## src/rtl/matmul_sched_pkg.sv

```systemverilog
// Shared types for the matmul tile scheduler: FSM state, latched job command, perf counter width.
package matmul_sched_pkg;

    localparam int SCHED_TW = 8;
    localparam int PERF_W   = 32;

    typedef enum logic [2:0] {
        IDLE  = 3'd0,
        ISSUE = 3'd1,
        WAIT  = 3'd2,
        WRITE = 3'd3,
        DONE  = 3'd4
    } sched_state_e;

    typedef struct packed {
        logic [SCHED_TW-1:0] tiles_m;
        logic [SCHED_TW-1:0] tiles_n;
        logic [SCHED_TW-1:0] tiles_k;
        logic [1:0]          halved;
        logic [3:0]          bitsize_a;
        logic [3:0]          bitsize_b;
    } sched_cmd_t;

    function automatic logic [PERF_W-1:0] sat_inc(input logic [PERF_W-1:0] v);
        return (v == {PERF_W{1'b1}}) ? v : v + 32'd1;
    endfunction

endpackage

```

## src/rtl/matmul_tile_iter.sv

```systemverilog
// Nested tile index counters: k innermost, then n, then m.
module matmul_tile_iter
    import matmul_sched_pkg::*;
#(
    parameter int TW = SCHED_TW
) (
    input  logic          clk_i,
    input  logic          rst_i,
    input  logic [TW-1:0] tiles_m_i,
    input  logic [TW-1:0] tiles_n_i,
    input  logic [TW-1:0] tiles_k_i,
    input  logic          step_k_i,
    input  logic          step_mn_i,
    input  logic          clear_i,
    output logic [TW-1:0] tile_m_o,
    output logic [TW-1:0] tile_n_o,
    output logic [TW-1:0] tile_k_o,
    output logic          last_k_o,
    output logic          last_mn_o
);

    logic [TW-1:0] m_q, n_q, k_q;
    logic          last_m_s, last_n_s;

    // Compare against count-1 so a count of 2^TW-1 never needs an index of 2^TW.
    assign last_k_o  = (k_q == tiles_k_i - TW'(1));
    assign last_n_s  = (n_q == tiles_n_i - TW'(1));
    assign last_m_s  = (m_q == tiles_m_i - TW'(1));
    assign last_mn_o = last_m_s && last_n_s;

    assign tile_m_o = m_q;
    assign tile_n_o = n_q;
    assign tile_k_o = k_q;

    always_ff @(posedge clk_i) begin
        if (rst_i || clear_i) begin
            m_q <= '0;
            n_q <= '0;
            k_q <= '0;
        end else if (step_mn_i) begin
            k_q <= '0;
            if (last_n_s) begin
                n_q <= '0;
                m_q <= last_m_s ? '0 : m_q + TW'(1);
            end else begin
                n_q <= n_q + TW'(1);
            end
        end else if (step_k_i && !last_k_o) begin
            k_q <= k_q + TW'(1);
        end
    end

endmodule

```

## src/rtl/matmul_tile_scheduler.sv

```systemverilog
// Walks an MxNxK tile grid onto one matmul datapath and drives the external accumulator.
// Optional MATMUL_SCHED_PERF_EN adds saturating busy/stall cycle counters.
module matmul_tile_scheduler
    import matmul_sched_pkg::*;
#(
    parameter int TW = SCHED_TW
) (
    input  logic          clk_i,
    input  logic          rst_i,
    input  logic          cmd_valid_i,
    output logic          cmd_ready_o,
    input  logic [TW-1:0] cmd_tiles_m_i,
    input  logic [TW-1:0] cmd_tiles_n_i,
    input  logic [TW-1:0] cmd_tiles_k_i,
    input  logic [1:0]    cmd_halved_i,
    input  logic [3:0]    cmd_bitsize_a_i,
    input  logic [3:0]    cmd_bitsize_b_i,
    output logic          mm_valid_o,
    input  logic          mm_ready_i,
    input  logic          mm_valid_i,
    output logic          mm_ready_o,
    output logic [1:0]    mm_halved_o,
    output logic [3:0]    mm_bitsize_a_o,
    output logic [3:0]    mm_bitsize_b_o,
    output logic [TW-1:0] tile_m_o,
    output logic [TW-1:0] tile_n_o,
    output logic [TW-1:0] tile_k_o,
    output logic          acc_clear_o,
    output logic          acc_we_o,
    output logic          out_valid_o,
    input  logic          out_ready_i,
    output logic          done_o
`ifdef MATMUL_SCHED_PERF_EN
    ,
    output logic [PERF_W-1:0] perf_busy_o,
    output logic [PERF_W-1:0] perf_stall_o
`endif
);

    sched_state_e state_q;
    sched_cmd_t   cmd_q;
    logic         cmd_ready_q, mm_valid_q, mm_ready_q, acc_clear_q, out_valid_q, done_q;
    logic         accept_s, zero_job_s, step_k_s, step_mn_s, last_k_s, last_mn_s;

    assign accept_s   = cmd_ready_q && cmd_valid_i;
    assign zero_job_s = (cmd_tiles_m_i == '0) || (cmd_tiles_n_i == '0) || (cmd_tiles_k_i == '0);
    assign step_k_s   = (state_q == WAIT) && mm_valid_i;
    assign step_mn_s  = (state_q == WRITE) && out_ready_i;

    matmul_tile_iter #(.TW(TW)) u_iter (
        .clk_i     (clk_i),
        .rst_i     (rst_i),
        .tiles_m_i (cmd_q.tiles_m),
        .tiles_n_i (cmd_q.tiles_n),
        .tiles_k_i (cmd_q.tiles_k),
        .step_k_i  (step_k_s),
        .step_mn_i (step_mn_s),
        .clear_i   (accept_s),
        .tile_m_o  (tile_m_o),
        .tile_n_o  (tile_n_o),
        .tile_k_o  (tile_k_o),
        .last_k_o  (last_k_s),
        .last_mn_o (last_mn_s)
    );

    // Scheduler FSM; every handshake output is a register set alongside the state it belongs to.
    always_ff @(posedge clk_i) begin
        if (rst_i) begin
            state_q     <= IDLE;
            cmd_q       <= '0;
            cmd_ready_q <= 1'b1;
            mm_valid_q  <= 1'b0;
            mm_ready_q  <= 1'b0;
            acc_clear_q <= 1'b0;
            out_valid_q <= 1'b0;
            done_q      <= 1'b0;
        end else begin
            case (state_q)
                IDLE: begin
                    if (accept_s) begin
                        cmd_q.tiles_m   <= cmd_tiles_m_i;
                        cmd_q.tiles_n   <= cmd_tiles_n_i;
                        cmd_q.tiles_k   <= cmd_tiles_k_i;
                        cmd_q.halved    <= cmd_halved_i;
                        cmd_q.bitsize_a <= cmd_bitsize_a_i;
                        cmd_q.bitsize_b <= cmd_bitsize_b_i;
                        cmd_ready_q     <= 1'b0;
                        if (zero_job_s) begin
                            state_q <= DONE;
                            done_q  <= 1'b1;
                        end else begin
                            state_q     <= ISSUE;
                            mm_valid_q  <= 1'b1;
                            acc_clear_q <= 1'b1;
                        end
                    end
                end
                ISSUE: begin
                    if (mm_ready_i) begin
                        state_q     <= WAIT;
                        mm_valid_q  <= 1'b0;
                        acc_clear_q <= 1'b0;
                        mm_ready_q  <= 1'b1;
                    end
                end
                WAIT: begin
                    if (mm_valid_i) begin
                        mm_ready_q <= 1'b0;
                        if (last_k_s) begin
                            state_q     <= WRITE;
                            out_valid_q <= 1'b1;
                        end else begin
                            state_q     <= ISSUE;
                            mm_valid_q  <= 1'b1;
                            acc_clear_q <= 1'b0;
                        end
                    end
                end
                WRITE: begin
                    if (out_ready_i) begin
                        out_valid_q <= 1'b0;
                        if (last_mn_s) begin
                            state_q <= DONE;
                            done_q  <= 1'b1;
                        end else begin
                            // Next output tile restarts at k=0, so its first issue clears C.
                            state_q     <= ISSUE;
                            mm_valid_q  <= 1'b1;
                            acc_clear_q <= 1'b1;
                        end
                    end
                end
                DONE: begin
                    state_q     <= IDLE;
                    done_q      <= 1'b0;
                    cmd_ready_q <= 1'b1;
                end
                default: begin
                    state_q     <= IDLE;
                    cmd_ready_q <= 1'b1;
                    mm_valid_q  <= 1'b0;
                    mm_ready_q  <= 1'b0;
                    acc_clear_q <= 1'b0;
                    out_valid_q <= 1'b0;
                    done_q      <= 1'b0;
                end
            endcase
        end
    end

    // Ready is gated by reset so it reads 0 throughout reset and rises the first cycle out of it.
    assign cmd_ready_o    = cmd_ready_q && !rst_i;
    assign mm_valid_o     = mm_valid_q;
    assign mm_ready_o     = mm_ready_q;
    assign acc_we_o       = mm_ready_q && mm_valid_i;
    assign acc_clear_o    = acc_clear_q;
    assign out_valid_o    = out_valid_q;
    assign done_o         = done_q;
    assign mm_halved_o    = cmd_q.halved;
    assign mm_bitsize_a_o = cmd_q.bitsize_a;
    assign mm_bitsize_b_o = cmd_q.bitsize_b;

`ifdef MATMUL_SCHED_PERF_EN
    logic [PERF_W-1:0] perf_busy_q, perf_stall_q;

    // Busy and stall cycle counters, restarted by each accepted job.
    always_ff @(posedge clk_i) begin
        if (rst_i || accept_s) begin
            perf_busy_q  <= '0;
            perf_stall_q <= '0;
        end else begin
            if (state_q != IDLE) begin
                perf_busy_q <= sat_inc(perf_busy_q);
            end
            if (((state_q == ISSUE) && !mm_ready_i) || ((state_q == WRITE) && !out_ready_i)) begin
                perf_stall_q <= sat_inc(perf_stall_q);
            end
        end
    end

    assign perf_busy_o  = perf_busy_q;
    assign perf_stall_o = perf_stall_q;
`endif

endmodule
```

## config.mk

```make
export PLATFORM = sky130hd
export DESIGN_NAME = matmul_tile_scheduler
export DESIGN_NICKNAME = d
export VERILOG_FILES = /design/src/rtl/matmul_sched_pkg.sv /design/src/rtl/matmul_tile_iter.sv /design/src/rtl/matmul_tile_scheduler.sv
export SDC_FILE = /design/constraint.sdc
export NUM_CORES = 1
export LEC_CHECK = 0
export CAP_MARGIN = 20
export CELL_PAD_IN_SITES_DETAIL_PLACEMENT = 1
export CELL_PAD_IN_SITES_GLOBAL_PLACEMENT = 2
export CORE_ASPECT_RATIO = 1.1
export CORE_UTILIZATION = 29
export DETAILED_ROUTE_END_ITERATION = 8
export PLACE_DENSITY_LB_ADDON = 0.1
export SLEW_MARGIN = 20
export SYNTH_ARGS = -nofsm -noshare
export SYNTH_HDL_FRONTEND = slang
export SYNTH_SLANG_ARGS = --single-unit
```

## constraint.sdc

```tcl
create_clock -name clk_i -period 3.2 [get_ports clk_i]
set_input_delay 0.96 -clock clk_i [delete_from_list [all_inputs] [get_ports clk_i]]
set_output_delay 0.96 -clock clk_i [all_outputs]
set_load 0.005 [all_outputs]
```

==> results of run 1 <==
## placed cells by master, fill, tap and decap left out, types with 2 or more instances in the layout
cell type	n
or3_1	2
nand4b_1	2
o211ai_1	4
clkbuf_16	9
nor2b_1	5
nor2_1	34
ha_1	6
nand2b_1	6
a21oi_1	43
dfxtp_1	67
o2111ai_1	2
clkdlybuf4s50_1	80
nor3_1	10
xor2_1	19
nand4_1	11
and3_1	5
or4_1	2
nor4_1	9
nand2_1	95
xnor2_1	29
o21bai_1	2
a31oi_1	4
clkinv_2	2
nand3_1	7
o31ai_1	3
a211oi_1	3
o21ai_0	6
and3b_1	2
inv_1	12
o311ai_0	2
nand3b_1	2
buf_4	9
bufinv_16	3
mux2i_1	4
## worst min-delay path by stage
stage	slack, ns	endpoint
5_1_grt	0.48	mm_bitsize_b_o[1]$_SDFFE_PP0P_
3_5_place_dp	0.45	mm_halved_o[1]$_SDFFE_PP0P_
4_1_cts	0.46	mm_halved_o[1]$_SDFFE_PP0P_
2_1_floorplan	0.44	mm_bitsize_a_o[0]$_SDFFE_PP0P_
6_report	0.46	mm_bitsize_a_o[1]$_SDFFE_PP0P_
3_3_place_gp	0.44	mm_bitsize_b_o[3]$_SDFFE_PP0P_
## layer usage
metal,part of all wire [%],track usage [%],up-vias
met5,0,0,-
met4,2.4,9.33,0
met3,3.2,3.23,15
met2,51,31.8,61
met1,43,20.2,1663
li1,-,-,1739
## power by group through the flow
stage | clock network, uW | registers [uW] | logic (uW)
4_1_cts | 1200 | 1000 | 688
5_1_grt | 1230 | 1020 | 750
6_report | 1160 | 1000 | 676
3_5_place_dp | 0 | 1020 | 682
2_1_floorplan | 0 | 982 | 473
3_3_place_gp | 0 | 1020 | 664
## final cells by class
| type | instances | area [sq um] | area share [%] |
|---|---|---|---|
| Multi-Input combinational cell | 352 | 2150 | 43.5 |
| Sequential cell | 67 | 1340 | 27.2 |
| Timing Repair Buffer | 89 | 868 | 17.6 |
| Clock buffer | 11 | 243 | 4.91 |
| Tap cell | 154 | 193 | 3.90 |
| Clock inverter | 5 | 100 | 2.03 |
| Inverter | 12 | 45.0 | 0.912 |
## cell families (layout without fill, tap and decap cells)
group                    after synthesis  after routing  synth area share [%]
XOR/XNOR                              48             48                  11.4
AO/OA/AOI/OAI                         86             86                  15.8
buffers and inverters                 41            117                  5.62
multiplexers                           4              4                  1.08
AND/OR/NAND/NOR                      208            208                  27.8
flip-flops                            67             67                  36.3
adder cells (fa/ha/maj)                6              6                  2.03
## per-stage QoR
step                cells  hold slack (ns)  power [uW]  setup slack, ns  utilization, %
finish                690            0.457        2840            0.180            40.3
global route          690            0.475        3000           0.0846            40.3
CTS                   690            0.457        2890            0.172            40.3
detailed placement    674            0.449        1700            0.168            37.5
global placement      674            0.443        1680            0.179            37.5
floorplan             460            0.437        1460            0.637               -
## critical path, cell delays in order
cell and delay, ns:
clkdlybuf4s50_1 0.48, and2_1 0.13, clkdlybuf4s50_1 0.49
## flip-flops by register name, summed over array words and instances (netlist names), 2 cells and up
name / cells
mm_halved_o: 2
u_iter.tile_m_o: 8
state_q: 3
mm_bitsize_b_o: 4
cmd_q: 24
u_iter.tile_n_o: 8
u_iter.tile_k_o: 8
mm_bitsize_a_o: 4
==> reports/qor.yml, run 1 <==
power_and_ir_drop:
  p_switching_uw: 830
  ir_drop_mv: 0.206
  p_leak_uw: 0.00176
  pwr-share-seq_pct: 35.3
  p_comb_share_pct: 23.8
  p_per_area_nw_per_um2: 575
  power_frac_clock_pct: 40.9
  intPower_uw: 2010
  swShare_pct: 29.2
worst_hold_path:
  hp-start: "mm_bitsize_a_o[1]$_SDFFE_PP0P_"
  whs_path_depth: 2
  hold_path.class: "flop to flop"
routing:
  drt_pass1_iterations: 4
  drc: 0
  wl_per_cell_microns: 16.0
  vias: 3478
  via_per_inst: 5.04
  wl_mm: 11.1
  ant_nets: 0
  drtIter0Drc: 86
die:
  die_w_microns: 110
  start_util_pct: 30.2
  core_area_sq_um: 12200
  die_area_sq_um: 13200
  num_io_pins: 81
  die_h_microns: 120
  num_rows: 42
worst_setup_path:
  cp.arrival_ns: 2.06
  worstSetupStartpoint: "mm_valid_i"
  r2r_end: "u_iter.tile_m_o[5]$_SDFFE_PP0P_"
  critical_path.endpoint: "acc_we_o"
  path_class: "primary input to primary output"
  start_kind: "primary input"
  endpoint_kind: "primary output"
  critPathMaxFanout: 2
  r2r_start: "cmd_q[26]$_SDFFE_PP0P_"
  r2r.worst_path.cells: 9
  cp.required_ns: 2.24
  r2r_setup_slack_ns: 0.28
job:
  maxCapViolCount: 0
layout:
  stdcell_area_sq_um: 4940
  drive_above_1_share_pct: 7.84
  area_growth_syn_to_layout_pct: 33.6
  diodes: 0
  fin_nets: 577
  n_fill_cell: 1471
timing:
  clock_skew_ns: 0.00684
  fmax_mhz: 331
  finalSetupTns_ns: 0
  tightest_slew_ns: 0.657
  rsz0062_at_grt: "no"
  setup-violations-final: 0
  fin_crit_ns: 3.02
  final_max_slew_viol_count: 0
  max-slew-margin-rel_pct: 55.8
  hold_violations: 0
  post-route-period-util_pct: 94.4
synthesis:
  synth_cell_type_count: 65
  synth_top_area_share_pct: 36.3
  synth-seq-area-share_pct: 36.3
  async_flop_share_pct: 0
  synth_edf_count: 0
  ys_top_cells_by_count: "95 x nand2_1, 67 x dfxtp_1, 43 x a21oi_1, 34 x nor2_1, 29 x xnor2_1"
  synthCells: 460
  yosys.area.top_type: "dfxtp_1"
  yosysMostFrequentCell: "nand2_1"
  avgSynthCellArea_sq_um: 8.03
  ys_ff_latch: 67
  syn-cell-area_sq_um: 3700
  syn-num-nets: 506
  synthFlopType: "dfxtp_1"
  synthTopCellsByArea: "dfxtp_1 36%, nand2_1 9.6%, xnor2_1 6.9%"
  yosys_warnings: 0
place:
  placed_cell_area_sq_um: 4600
  gp_congestion: 0.739
  portBuffers: 80
  place_hpwl_mm: 8.34
status:
  status: "completed"
global_routing:
  grt_max_degree: 46
  grt_pass1_wl_mm: 17.8
  antenna_found_initial: 0
  gr-total-overflow: 0
  grt_usage_pct: 18.0
  grt_pass1_vias: 3641
clocking:
  cts.htree.levels: 3
  ctsHoldBuffers: 0
  clock_path_buffers: 2
  cts_root_buf: "clkbuf_16"
  clk_latency_ns: 0.35
  cts.repair.resized: 0
  cts_inserted_buffers: 9
  clk_pin_slew_ns: 0.05
  cts_setup_buffers: 0
  tritoncts: "built"
  clock_sinks: 67
Power figures use the tool's default switching activity.
==> run 2, diff against run 1 <==
--- a/config.mk
+++ b/config.mk
@@ -11,7 +11,7 @@
 export CORE_ASPECT_RATIO = 1.1
 export CORE_UTILIZATION = 29
 export DETAILED_ROUTE_END_ITERATION = 8
-export PLACE_DENSITY_LB_ADDON = 0.1
+export PLACE_DENSITY = 0.84
 export SLEW_MARGIN = 20
 export SYNTH_ARGS = -nofsm -noshare
 export SYNTH_HDL_FRONTEND = slang
==> run 2 against run 1 <==
Against the previous run: fmax up 0.21%; hold slack better by 0.0027 ns; clock power about the same; cell count down 0.29%; total power rose by 0.28%; flip-flop and latch count is the same; cell area up 0.13%; first-iteration DRC count is 55% higher; critical path depth is the same; core utilization is 0.051 points higher; worst setup slack better by 0.0064 ns; global-route usage decreased by 0.65 points; critical path type unchanged; critical endpoint unchanged.
==> reports/qor.yml, run 2 (synthesis gave the netlist of run 1 again) <==
die:
  die_area_sq_um: 13200  # unchanged
  start_util_pct: 30.2  # unchanged
  core_area_sq_um: 12200  # unchanged
  num_rows: 42  # unchanged
  num_io_pins: 81  # unchanged
  die_w_microns: 110  # unchanged
  die_h_microns: 120  # unchanged
layout:
  drive_above_1_share_pct: 7.68  # was 7.84%
  area_growth_syn_to_layout_pct: 33.8  # was 33.6%
  final_common_cell: "nand2_1"  # unchanged
  n_fill_cell: 1496  # was 1471
  final_cells: 688  # was 690
  largest_reg_flops: 24  # unchanged
  fin_nets: 575  # was 577
  diodes: 0  # unchanged
  largest-register: "cmd_q"  # unchanged
  final_cell_mix: "95 x nand2_1, 80 x clkdlybuf4s50_1, 67 x dfxtp_1, 43 x a21oi_1, 34 x nor2_1"  # unchanged
  stdcell_area_sq_um: 4950  # was 4940 sq um
routing:
  wl_mm: 10.7  # was 11.1 mm
  vias: 3532  # was 3478
  drtIter0Drc: 133  # was 86
  wl_met2_mm: 5.38  # was 5.68 mm
  dr.max_layer_used: "met4"  # unchanged
  via_per_inst: 5.13  # was 5.04
  wl_per_cell_microns: 15.5  # was 16.0 microns
  drt_pass1_iterations: 4  # unchanged
  drc: 0  # unchanged
  wl_met1_mm: 4.73  # was 4.76 mm
  ant_nets: 0  # unchanged
  met3WireLength_microns: 385  # was 356 microns
timing:
  fin_ws_ns: 0.187  # was 0.180 ns
  max-slew-margin-rel_pct: 50.3  # was 55.8%
  setup-violations-final: 0  # unchanged
  hold_violations: 0  # unchanged
  finalSetupTns_ns: 0  # unchanged
  fin_crit_ns: 3.01  # was 3.02 ns
  rsz0062_at_grt: "no"  # unchanged
  clock_skew_ns: 0.00843  # was 0.00684 ns
  final_max_slew_viol_count: 0  # unchanged
  fmax_mhz: 332  # was 331 MHz
  holdWs_ns: 0.460  # was 0.457 ns
  tightest_slew_ns: 0.739  # was 0.657 ns
  post-route-period-util_pct: 94.2  # was 94.4%
clocking:
  cts_inserted_buffers: 9  # unchanged
  ctsHoldBuffers: 0  # unchanged
  cts_setup_buffers: 0  # unchanged
  cts_root_buf: "clkbuf_16"  # unchanged
  clk_pin_slew_ns: 0.06  # was 0.05 ns
  clock_path_buffers: 2  # unchanged
  clk_latency_ns: 0.33  # was 0.35 ns
  clock_sinks: 67  # unchanged
  cts.htree.levels: 3  # unchanged
  cts.repair.resized: 0  # unchanged
  tritoncts: "built"  # unchanged
worst_setup_path:
  endpoint_kind: "primary output"  # unchanged
  cp.arrival_ns: 2.05  # was 2.06 ns
  crit_chain: "clkdlybuf4s50_1, and2_1, clkdlybuf4s50_1"  # unchanged
  path_class: "primary input to primary output"  # unchanged
  worst_path_most_repeated_cell: "clkdlybuf4s50_1"  # unchanged
  start_kind: "primary input"  # unchanged
  r2r_start: "cmd_q[26]$_SDFFE_PP0P_"  # unchanged
  crit_slowest_cell: "clkdlybuf4s50_1"  # unchanged
  slowest_delay_ns: 0.50  # was 0.49 ns
  worstSetupStartpoint: "mm_valid_i"  # unchanged
  critPathMaxFanout: 2  # unchanged
  cp.required_ns: 2.24  # about the same
worst_hold_path:
  hold_path.class: "flop to flop"  # unchanged
  hp-start: "mm_halved_o[0]$_SDFFE_PP0P_"  # was mm_bitsize_a_o[1]$_SDFFE_PP0P_
place:
  place_hpwl_mm: 8.02  # was 8.34 mm
  gp_congestion: 0.803  # was 0.739
  pre_cts_ws_ns: 0.184  # was 0.168 ns
  placed_cells: 672  # was 674
  portBuffers: 80  # unchanged
  placed_cell_area_sq_um: 4590  # was 4600 sq um
status:
  status: "completed"  # unchanged
global_routing:
  grt_max_degree: 46  # unchanged
  gr-total-overflow: 0  # unchanged
  grt_pass1_vias: 3693  # was 3641
  grt_pass1_wl_mm: 17.7  # was 17.8 mm
  antenna_found_initial: 0  # unchanged
  grt_usage_pct: 17.3  # was 18.0%
power_and_ir_drop:
  swShare_pct: 29.1  # was 29.2%
  power_frac_clock_pct: 41.0  # was 40.9%
  ir_drop_mv: 0.255  # was 0.206 mV
  p_comb_share_pct: 23.9  # was 23.8%
  pwr-share-seq_pct: 35.1  # was 35.3%
  p_leak_uw: 0.00176  # about the same
  p_per_area_nw_per_um2: 576  # was 575 nW/um^2
  intPower_uw: 2020  # was 2010 uW
  p_switching_uw: 828  # was 830 uW
job:
  maxCapViolCount: 0  # unchanged
==> run 2: changes by cell type in the layout (fill, tap and decap cells not counted), sizes merged <==
cell	delta
buf	-2
clkbuf	-1
clkinv	+1
==> run 2: final cells by class <==
class                   instances  area, sq um  share of cell area [%]
inverters                      12         45.0                   0.911
multi-input cells             352         2150                    43.5
clock inverters                 6          113                    2.28
flip-flops and latches         67         1340                    27.1
well taps                     154          193                    3.90
clock buffers                  10          239                    4.83
repair buffers                 87          866                    17.5
==> run 2: through the flow <==
step | power, uW | util [%]
after floorplan | 1460 | -
after global placement | 1680 | 37.5
after detailed placement | 1710 | 37.5
after CTS | 2880 | 40.4
after global routing | 3000 | 40.4
final | 2850 | 40.4
==> run 2: worst paths after layout <==
| check | slack, ns | end | depth (start not counted) |
|---|---|---|---|
| min reg2reg | 0.46 | mm_halved_o[0]$_SDFFE_PP0P_ | 2 |
| max reg2reg | 0.33 | u_iter.tile_m_o[3]$_SDFFE_PP0P_ | 9 |
| min | 0.46 | mm_halved_o[0]$_SDFFE_PP0P_ | 2 |
| max | 0.19 | acc_we_o | 3 |
==> run 2: worst max-delay path: cells and delay by family <==
kind / cells / cell delay, ns
buffers and inverters: 2 / 0.97
and+or+nand+nor: 1 / 0.13
==> run 2: power by group through the flow <==
stage	clock, uW	sequential (uW)	combinational (uW)
4_1_cts	1190	1000	691
2_1_floorplan	0	982	473
3_3_place_gp	0	1010	664
3_5_place_dp	0	1020	689
5_1_grt	1230	1020	757
6_report	1170	1000	681
==> run 2: layer usage <==
layer	global-route usage [%]	up-vias
li1	-	1727
met4	6.67	0
met5	0	-
met3	3.83	13
met2	30.1	68
met1	20.4	1724
